===== config.mk =====
export PLATFORM = sky130hd
export DESIGN_NAME = hazard_forwarding_unit_flat
export DESIGN_NICKNAME = d
export VERILOG_FILES = /design/src/rtl/hazard_forwarding_unit_pkg.sv /design/src/rtl/hazard_forwarding_unit_if.sv /design/src/rtl/hazard_forwarding_unit_fwd_select.sv /design/src/rtl/hazard_forwarding_unit.sv /design/src/flat_wrapper.sv
export SDC_FILE = /design/constraint.sdc
export NUM_CORES = 1
export LEC_CHECK = 0
export ABC_AREA = 0
export CORE_ASPECT_RATIO = 1.5
export CORE_UTILIZATION = 27
export DETAILED_ROUTE_END_ITERATION = 8
export GPL_TIMING_DRIVEN = 0
export PLACE_DENSITY_LB_ADDON = 0.3
export RECOVER_POWER = 100
export SYNTH_ARGS = -nofsm -noshare
export SYNTH_HDL_FRONTEND = slang
export SYNTH_HIERARCHICAL = 1
export SYNTH_SLANG_ARGS = --single-unit

===== constraint.sdc =====
create_clock -name clk -period 3.7 [get_ports clk]
set_input_delay 1.11 -clock clk [delete_from_list [all_inputs] [get_ports clk]]
set_output_delay 1.11 -clock clk [all_outputs]
set_load 0.01 [all_outputs]

===== src/rtl/hazard_forwarding_unit_pkg.sv =====
// Shared encodings for the pipeline hazard/forwarding controller.
package pipeline_pkg;

   localparam int REG_W_DEF = 4;
   localparam int CNT_W_DEF = 16;
   localparam int PC_IDX    = 15;

   typedef enum logic [1:0] {
      HZ_RUN   = 2'b00,
      HZ_STALL = 2'b01,
      HZ_FLUSH = 2'b10
   } hz_state_e;

   typedef enum logic [1:0] {
      FWD_RF  = 2'b00,
      FWD_EX  = 2'b01,
      FWD_MEM = 2'b10,
      FWD_WB  = 2'b11
   } fwd_sel_e;

endpackage


===== src/rtl/hazard_forwarding_unit_if.sv =====
// Pipeline-to-hazard-unit signal bundle; slave is the hazard unit, master the pipeline.
interface hazard_forwarding_unit_if #(
   parameter int REG_W = 4,
   parameter int CNT_W = 16
);
   logic [REG_W-1:0] ID_Rn, ID_Rm, ID_Rd;
   logic             ID_use_Rn, ID_use_Rm, ID_use_Rd;
   logic             ID_branch_taken;
   logic [REG_W-1:0] EX_Rd;
   logic             EX_RF_enable, EX_load_instr;
   logic [REG_W-1:0] MEM_Rd;
   logic             MEM_RF_enable;
   logic [REG_W-1:0] WB_Rd;
   logic             WB_RF_enable;

   logic [1:0]       fwd_Rn_sel, fwd_Rm_sel, fwd_Rd_sel;
   logic             PC_LE, IF_ID_LE, CU_S, IF_ID_flush;
   logic [1:0]       hz_state;
   logic [CNT_W-1:0] stall_count, flush_count;

   modport slave (
      input  ID_Rn, ID_Rm, ID_Rd, ID_use_Rn, ID_use_Rm, ID_use_Rd, ID_branch_taken,
             EX_Rd, EX_RF_enable, EX_load_instr, MEM_Rd, MEM_RF_enable, WB_Rd, WB_RF_enable,
      output fwd_Rn_sel, fwd_Rm_sel, fwd_Rd_sel, PC_LE, IF_ID_LE, CU_S, IF_ID_flush,
             hz_state, stall_count, flush_count
   );

   modport master (
      output ID_Rn, ID_Rm, ID_Rd, ID_use_Rn, ID_use_Rm, ID_use_Rd, ID_branch_taken,
             EX_Rd, EX_RF_enable, EX_load_instr, MEM_Rd, MEM_RF_enable, WB_Rd, WB_RF_enable,
      input  fwd_Rn_sel, fwd_Rm_sel, fwd_Rd_sel, PC_LE, IF_ID_LE, CU_S, IF_ID_flush,
             hz_state, stall_count, flush_count
   );
endinterface


===== src/rtl/hazard_forwarding_unit_fwd_select.sv =====
// Per-operand forwarding source select, priority EX > MEM > WB; R15 is never forwarded.
module fwd_select
   import pipeline_pkg::*;
#(
   parameter int REG_W = REG_W_DEF
) (
   input  logic [REG_W-1:0] rx_i,
   input  logic             use_i,
   input  logic [REG_W-1:0] ex_rd_i,
   input  logic             ex_we_i,
   input  logic [REG_W-1:0] mem_rd_i,
   input  logic             mem_we_i,
   input  logic [REG_W-1:0] wb_rd_i,
   input  logic             wb_we_i,
   output logic [1:0]       sel_o
);
   localparam logic [REG_W-1:0] PC_REG = REG_W'(PC_IDX);

   always_comb begin
      sel_o = FWD_RF;
      if (use_i && rx_i != PC_REG) begin
         if (ex_we_i && ex_rd_i == rx_i)
            sel_o = FWD_EX;
         else if (mem_we_i && mem_rd_i == rx_i)
            sel_o = FWD_MEM;
         else if (wb_we_i && wb_rd_i == rx_i)
            sel_o = FWD_WB;
      end
   end
endmodule


===== src/rtl/hazard_forwarding_unit.sv =====
// Load-use stall / branch flush controller with ID-stage operand forwarding and event counters.
// state    | meaning
// HZ_RUN   | normal issue; load-use and taken branches are detected here
// HZ_STALL | one bubble cycle after a load-use stall; load result now in MEM
// HZ_FLUSH | ID holds the flushed NOP; hazards ignored for this cycle
module hazard_forwarding_unit
   import pipeline_pkg::*;
#(
   parameter int REG_W = REG_W_DEF,
   parameter int CNT_W = CNT_W_DEF
) (
   input  logic                  clk,
   input  logic                  R,
   hazard_forwarding_unit_if.slave hz
);
   localparam logic [REG_W-1:0] PC_REG = REG_W'(PC_IDX);

   hz_state_e        state_q, state_d;
   logic [CNT_W-1:0] stall_cnt_q, stall_cnt_d;
   logic [CNT_W-1:0] flush_cnt_q, flush_cnt_d;
   logic             ex_fwd_ok;
   logic             rn_hit, rm_hit, rd_hit, lu;
   logic             stall_inc, flush_inc;

   // A load's data is not available in EX, so EX only forwards non-load results.
   assign ex_fwd_ok = hz.EX_RF_enable && !hz.EX_load_instr;

   fwd_select #(.REG_W(REG_W)) u_fwd_rn (
      .rx_i(hz.ID_Rn), .use_i(hz.ID_use_Rn && !R),
      .ex_rd_i(hz.EX_Rd), .ex_we_i(ex_fwd_ok),
      .mem_rd_i(hz.MEM_Rd), .mem_we_i(hz.MEM_RF_enable),
      .wb_rd_i(hz.WB_Rd), .wb_we_i(hz.WB_RF_enable),
      .sel_o(hz.fwd_Rn_sel)
   );

   fwd_select #(.REG_W(REG_W)) u_fwd_rm (
      .rx_i(hz.ID_Rm), .use_i(hz.ID_use_Rm && !R),
      .ex_rd_i(hz.EX_Rd), .ex_we_i(ex_fwd_ok),
      .mem_rd_i(hz.MEM_Rd), .mem_we_i(hz.MEM_RF_enable),
      .wb_rd_i(hz.WB_Rd), .wb_we_i(hz.WB_RF_enable),
      .sel_o(hz.fwd_Rm_sel)
   );

   fwd_select #(.REG_W(REG_W)) u_fwd_rd (
      .rx_i(hz.ID_Rd), .use_i(hz.ID_use_Rd && !R),
      .ex_rd_i(hz.EX_Rd), .ex_we_i(ex_fwd_ok),
      .mem_rd_i(hz.MEM_Rd), .mem_we_i(hz.MEM_RF_enable),
      .wb_rd_i(hz.WB_Rd), .wb_we_i(hz.WB_RF_enable),
      .sel_o(hz.fwd_Rd_sel)
   );

   assign rn_hit = hz.ID_use_Rn && hz.ID_Rn == hz.EX_Rd && hz.ID_Rn != PC_REG;
   assign rm_hit = hz.ID_use_Rm && hz.ID_Rm == hz.EX_Rd && hz.ID_Rm != PC_REG;
   assign rd_hit = hz.ID_use_Rd && hz.ID_Rd == hz.EX_Rd && hz.ID_Rd != PC_REG;
   assign lu     = hz.EX_load_instr && hz.EX_RF_enable && (rn_hit || rm_hit || rd_hit);

   always_comb begin
      state_d         = state_q;
      hz.PC_LE        = 1'b1;
      hz.IF_ID_LE     = 1'b1;
      hz.CU_S         = 1'b0;
      hz.IF_ID_flush  = 1'b0;
      stall_inc       = 1'b0;
      flush_inc       = 1'b0;
      if (R) begin
         hz.CU_S = 1'b1;
         state_d = HZ_RUN;
      end else begin
         unique case (state_q)
            HZ_RUN: begin
               // Stall outranks the branch; the branch is taken next cycle.
               if (lu) begin
                  hz.PC_LE    = 1'b0;
                  hz.IF_ID_LE = 1'b0;
                  hz.CU_S     = 1'b1;
                  state_d     = HZ_STALL;
                  stall_inc   = 1'b1;
               end else if (hz.ID_branch_taken) begin
                  hz.IF_ID_flush = 1'b1;
                  state_d        = HZ_FLUSH;
                  flush_inc      = 1'b1;
               end
            end
            HZ_STALL: begin
               if (hz.ID_branch_taken) begin
                  hz.IF_ID_flush = 1'b1;
                  state_d        = HZ_FLUSH;
                  flush_inc      = 1'b1;
               end else begin
                  state_d = HZ_RUN;
               end
            end
            HZ_FLUSH: state_d = HZ_RUN;
            default:  state_d = HZ_RUN;
         endcase
      end
   end

   always_comb begin
      stall_cnt_d = stall_cnt_q;
      flush_cnt_d = flush_cnt_q;
      if (stall_inc && stall_cnt_q != '1)
         stall_cnt_d = stall_cnt_q + CNT_W'(1);
      if (flush_inc && flush_cnt_q != '1)
         flush_cnt_d = flush_cnt_q + CNT_W'(1);
   end

   always_ff @(posedge clk or posedge R) begin
      if (R) begin
         state_q     <= HZ_RUN;
         stall_cnt_q <= '0;
         flush_cnt_q <= '0;
      end else begin
         state_q     <= state_d;
         stall_cnt_q <= stall_cnt_d;
         flush_cnt_q <= flush_cnt_d;
      end
   end

   assign hz.hz_state    = state_q;
   assign hz.stall_count = stall_cnt_q;
   assign hz.flush_count = flush_cnt_q;
endmodule


===== src/flat_wrapper.sv =====
// flat-port wrapper written by rule: the top's interface ports become plain ports
module hazard_forwarding_unit_flat import pipeline_pkg::*;
#(
   parameter int REG_W = REG_W_DEF,
   parameter int CNT_W = CNT_W_DEF
)
  (clk, R, hz_ID_Rn, hz_ID_Rm, hz_ID_Rd, hz_ID_use_Rn, hz_ID_use_Rm, hz_ID_use_Rd, hz_ID_branch_taken, hz_EX_Rd, hz_EX_RF_enable, hz_EX_load_instr, hz_MEM_Rd, hz_MEM_RF_enable, hz_WB_Rd, hz_WB_RF_enable, hz_fwd_Rn_sel, hz_fwd_Rm_sel, hz_fwd_Rd_sel, hz_PC_LE, hz_IF_ID_LE, hz_CU_S, hz_IF_ID_flush, hz_hz_state, hz_stall_count, hz_flush_count);
  hazard_forwarding_unit_if #(.REG_W(REG_W), .CNT_W(CNT_W)) hz_i ();
  input  logic clk;
  input  logic R;
  input wire logic [$bits(hz_i.ID_Rn)-1:0] hz_ID_Rn;
  input wire logic [$bits(hz_i.ID_Rm)-1:0] hz_ID_Rm;
  input wire logic [$bits(hz_i.ID_Rd)-1:0] hz_ID_Rd;
  input wire logic [$bits(hz_i.ID_use_Rn)-1:0] hz_ID_use_Rn;
  input wire logic [$bits(hz_i.ID_use_Rm)-1:0] hz_ID_use_Rm;
  input wire logic [$bits(hz_i.ID_use_Rd)-1:0] hz_ID_use_Rd;
  input wire logic [$bits(hz_i.ID_branch_taken)-1:0] hz_ID_branch_taken;
  input wire logic [$bits(hz_i.EX_Rd)-1:0] hz_EX_Rd;
  input wire logic [$bits(hz_i.EX_RF_enable)-1:0] hz_EX_RF_enable;
  input wire logic [$bits(hz_i.EX_load_instr)-1:0] hz_EX_load_instr;
  input wire logic [$bits(hz_i.MEM_Rd)-1:0] hz_MEM_Rd;
  input wire logic [$bits(hz_i.MEM_RF_enable)-1:0] hz_MEM_RF_enable;
  input wire logic [$bits(hz_i.WB_Rd)-1:0] hz_WB_Rd;
  input wire logic [$bits(hz_i.WB_RF_enable)-1:0] hz_WB_RF_enable;
  output wire logic [$bits(hz_i.fwd_Rn_sel)-1:0] hz_fwd_Rn_sel;
  output wire logic [$bits(hz_i.fwd_Rm_sel)-1:0] hz_fwd_Rm_sel;
  output wire logic [$bits(hz_i.fwd_Rd_sel)-1:0] hz_fwd_Rd_sel;
  output wire logic [$bits(hz_i.PC_LE)-1:0] hz_PC_LE;
  output wire logic [$bits(hz_i.IF_ID_LE)-1:0] hz_IF_ID_LE;
  output wire logic [$bits(hz_i.CU_S)-1:0] hz_CU_S;
  output wire logic [$bits(hz_i.IF_ID_flush)-1:0] hz_IF_ID_flush;
  output wire logic [$bits(hz_i.hz_state)-1:0] hz_hz_state;
  output wire logic [$bits(hz_i.stall_count)-1:0] hz_stall_count;
  output wire logic [$bits(hz_i.flush_count)-1:0] hz_flush_count;
  assign hz_i.ID_Rn = hz_ID_Rn;
  assign hz_i.ID_Rm = hz_ID_Rm;
  assign hz_i.ID_Rd = hz_ID_Rd;
  assign hz_i.ID_use_Rn = hz_ID_use_Rn;
  assign hz_i.ID_use_Rm = hz_ID_use_Rm;
  assign hz_i.ID_use_Rd = hz_ID_use_Rd;
  assign hz_i.ID_branch_taken = hz_ID_branch_taken;
  assign hz_i.EX_Rd = hz_EX_Rd;
  assign hz_i.EX_RF_enable = hz_EX_RF_enable;
  assign hz_i.EX_load_instr = hz_EX_load_instr;
  assign hz_i.MEM_Rd = hz_MEM_Rd;
  assign hz_i.MEM_RF_enable = hz_MEM_RF_enable;
  assign hz_i.WB_Rd = hz_WB_Rd;
  assign hz_i.WB_RF_enable = hz_WB_RF_enable;
  assign hz_fwd_Rn_sel = hz_i.fwd_Rn_sel;
  assign hz_fwd_Rm_sel = hz_i.fwd_Rm_sel;
  assign hz_fwd_Rd_sel = hz_i.fwd_Rd_sel;
  assign hz_PC_LE = hz_i.PC_LE;
  assign hz_IF_ID_LE = hz_i.IF_ID_LE;
  assign hz_CU_S = hz_i.CU_S;
  assign hz_IF_ID_flush = hz_i.IF_ID_flush;
  assign hz_hz_state = hz_i.hz_state;
  assign hz_stall_count = hz_i.stall_count;
  assign hz_flush_count = hz_i.flush_count;
  hazard_forwarding_unit #(.REG_W(REG_W), .CNT_W(CNT_W)) u_core (.clk(clk), .R(R), .hz(hz_i));
endmodule

==> flow_summary.ini <==
[clock_network]
tritoncts = built
cts_buffers = 5
root_buffer = clkbuf_16
cts_num_sinks = 34
path_clk_slew_ns = 0.05
hold_buffers = 0
htreeDepth = 2
cts_buffer_depth = 2
clk_latency_ns = 0.27

[yosys]
synthCells = 267
yosysSeqAreaShare = 0.3378
yosysWarnings = 6
synth.cell_area_um2 = 2519
synth_nets = 303
ys_ff_latch = 34
yosys.cell_types.count = 41
postSynthAreaPerCell_um2 = 9.433

[run_status]
outcome = finished with violations
violations = setup timing

[global_route]
antenna_found_initial = 0
grt_first_pass_wirelength_um = 11410
grt_max_degree = 21
grt_pass1_vias = 2374
grt-ovfl-total = 0
grt_usage = 0.1512

[setup_path]
cp-end-kind = output pin
path_class = input port to output pin
rr_startpoint = u_core/hz.hz_state[0]
critPathMaxFanout = 3
crit_path_cell_trace = clkdlybuf4s50_1 > nand2_2 > nor3_4 > o31ai_4 > buf_6 > buf_4 > dlygate4sd2_1
critPathLaunch = hz_ID_use_Rd
slowest_stage = clkdlybuf4s50_1
cp_slowest_stage_delay_ns = 0.52
required_ns = 2.59
cp_data_arrival_time_ns = 2.61
startpoint_type = input port

[job]
cap_violations = 0

[placed_design]
hpwl_um = 5357
dp.cells = 455
place_congestion = 0.8128
numPortBuffers = 77

[sta]
fin_crit_sh = 1.007
setup_viol = 1
rsz0062_at_grt = true
max_slew_margin = 0.4433
fin_skew_ns = 0.004810
clock.fmax_mhz = 268.5
tightest_slew_ns = 0.8351
finalHoldViolations = 0
holdWs_ns = 0.4879
slew_viol_final = 0
finalWorstSetupSlack_ns = -0.02411
fin_setup_tns_ns = -0.02411
fin_crit_ns = 3.724

[layout]
layout-drive-gt1-share = 0.1967
finalNetCount = 397
areaGrowthSynthToFinish_pct = 46.15
antenna_cells = 0
layout.cells.non_filler = 471
finish.utilization = 0.4120

[routing]
first_iter_violations = 68
vias = 2355
first_pass_iters = 4
antenna_left = 0
routedWlPerCell_um = 15.05
viasPerCell = 5.000
wl_um = 7088
drc = 0

[floorplan]
die_area_um2 = 9727
die_height_um = 120.3
die_w_um = 80.86
io_pins = 78
num_rows = 42
core-area_um2 = 8934
initial_core_util = 0.2819

[hold_path]
hp-start = u_core/hz.stall_count[14]
min_path_type = flop to flop

[power]
ir_worst_vdd_uv = 364.0
fin_total_pwr_uw = 1156
p_leak_uw = 0.001661
power-per-cell-area_nw_per_um2 = 314.0
==> cell usage after synthesis (all sizes together) <==
| library cell | n | area share |
|---|---|---|
| nor3b | 1 | 0.0030 |
| buf | 3 | 0.010 |
| and2b | 1 | 0.0035 |
| nor2b | 3 | 0.0075 |
| a41oi | 3 | 0.010 |
| o21ai | 4 | 0.0079 |
| nand2b | 4 | 0.0099 |
| nor3 | 13 | 0.034 |
| or2b | 3 | 0.0089 |
| and4 | 5 | 0.017 |
| xnor2 | 33 | 0.11 |
| o2111a | 3 | 0.013 |
| nand3 | 21 | 0.042 |
| o31ai | 1 | 0.0084 |
| a21oi | 2 | 0.0040 |
| clkbuf | 1 | 0.0015 |
| inv | 15 | 0.022 |
| o211a | 3 | 0.012 |
| ha | 2 | 0.0099 |
| xor2 | 32 | 0.11 |
| and2 | 1 | 0.0025 |
| nor4b | 3 | 0.016 |
| and4bb | 2 | 0.0099 |
| and3 | 11 | 0.027 |
| nand3b | 1 | 0.0079 |
| a41o | 1 | 0.0045 |
| a222oi | 3 | 0.012 |
| or3 | 1 | 0.0025 |
| dfrtp | 34 | 0.34 |
| nor4 | 6 | 0.021 |
| o22a | 1 | 0.0035 |
| nand2 | 21 | 0.031 |
| nor2 | 9 | 0.013 |
| mux2 | 4 | 0.018 |
| nand4 | 16 | 0.040 |
==> critical path, delay by kind of cell <==
kind | cells | cell delay, ns
AND/OR/NAND/NOR | 2 | 0.35
AO/OA/AOI/OAI | 1 | 0.10
buffers and inverters | 4 | 1.05
==> metal layers <==
metal / global-route usage / part of all wire
met4: 0.06027 / 0.016
met2: 0.2684 / 0.52
met1: 0.1751 / 0.42
met5: 0 / 0
met3: 0.02566 / 0.053
==> flip-flops by register name, indices dropped and copies added, names as in the netlist <==
register,flops
u_core/hz.flush_count,16
u_core/hz.stall_count,16
u_core/hz.hz_state,2
==> cell usage in the layout (no fill, tap or decap), types with 4 or more instances in the layout <==
cell,n
clkdlybuf4s50_1,38
dfrtp_1,34
xor2_1,32
xnor2_1,27
nand2_1,20
nand3_1,20
nand4_1,16
dlygate4sd2_1,14
and3_1,11
inv_1,11
buf_4,10
nor2_1,9
nor3_1,9
clkbuf_2,7
buf_2,7
xnor2_2,6
clkbuf_16,5
and4_1,5
clkbuf_1,4
clkdlybuf4s15_1,4
mux2_2,4
nand2b_1,4
==> stage by stage <==
stage | setup WS (ns) | cell area, um2
floorplan | 0.3705 | 2519
global placement | -1.040 | 3427
detailed placement | -1.043 | 3455
CTS | -0.1294 | 3700
global route | -0.08879 | 3681
finish | -0.02411 | 3681
==> where the power goes <==
group          leakage, uW  internal [uW]  switching (uW)  total, uW
combinational      0.00113            168             148        316
clock            0.0000640            246             138        384
sequential        0.000464            409            47.8        456
total              0.00166            822             334       1160
==> cell families (layout without fill, tap and decap cells) <==
| family | count (synthesis) | count (layout) | synth area share |
|---|---|---|---|
| AO/OA/AOI/OAI | 21 | 21 | 0.07601 |
| XOR/XNOR | 65 | 65 | 0.2260 |
| AND/OR/NAND/NOR | 122 | 122 | 0.2981 |
| buffers and inverters | 19 | 113 | 0.03427 |
| flip-flops | 34 | 34 | 0.3378 |
| adder cells (fa/ha/maj) | 2 | 2 | 0.009934 |
| multiplexers | 4 | 4 | 0.01788 |
==> timing repair <==
| item | in CTS | in global routing |
|---|---|---|
| endpoints found under the setup margin | 10 | 8 |
| buffers inserted | 9 | 0 |
| pin swaps | 9 | 8 |
| resized for setup | 92 | 40 |
==> worst paths after layout <==
path                                             end  slack [ns]  cells past startpoint
min                        u_core/hz.stall_count[14]        0.49                      1
max reg2reg                 u_core/hz.flush_count[1]        1.52                      9
min reg2reg                u_core/hz.stall_count[14]        0.49                      1
max                                         hz_PC_LE       -0.02                      7
max in group asynchronous   u_core/hz.flush_count[1]        1.76                      3
min in group asynchronous  u_core/hz.flush_count[12]        1.14                      3
==> final cells by class <==
cell class              instances  area [um2]
plain buffers                   4       30.03
clock buffers                   7       132.6
fillers                       921        5253
inverters                      15       60.06
multi-input cells             214        1697
flip-flops and latches         34       850.8
well taps                     110       137.6
repair buffers                 87       773.2
Power figures use the tool's default switching activity.
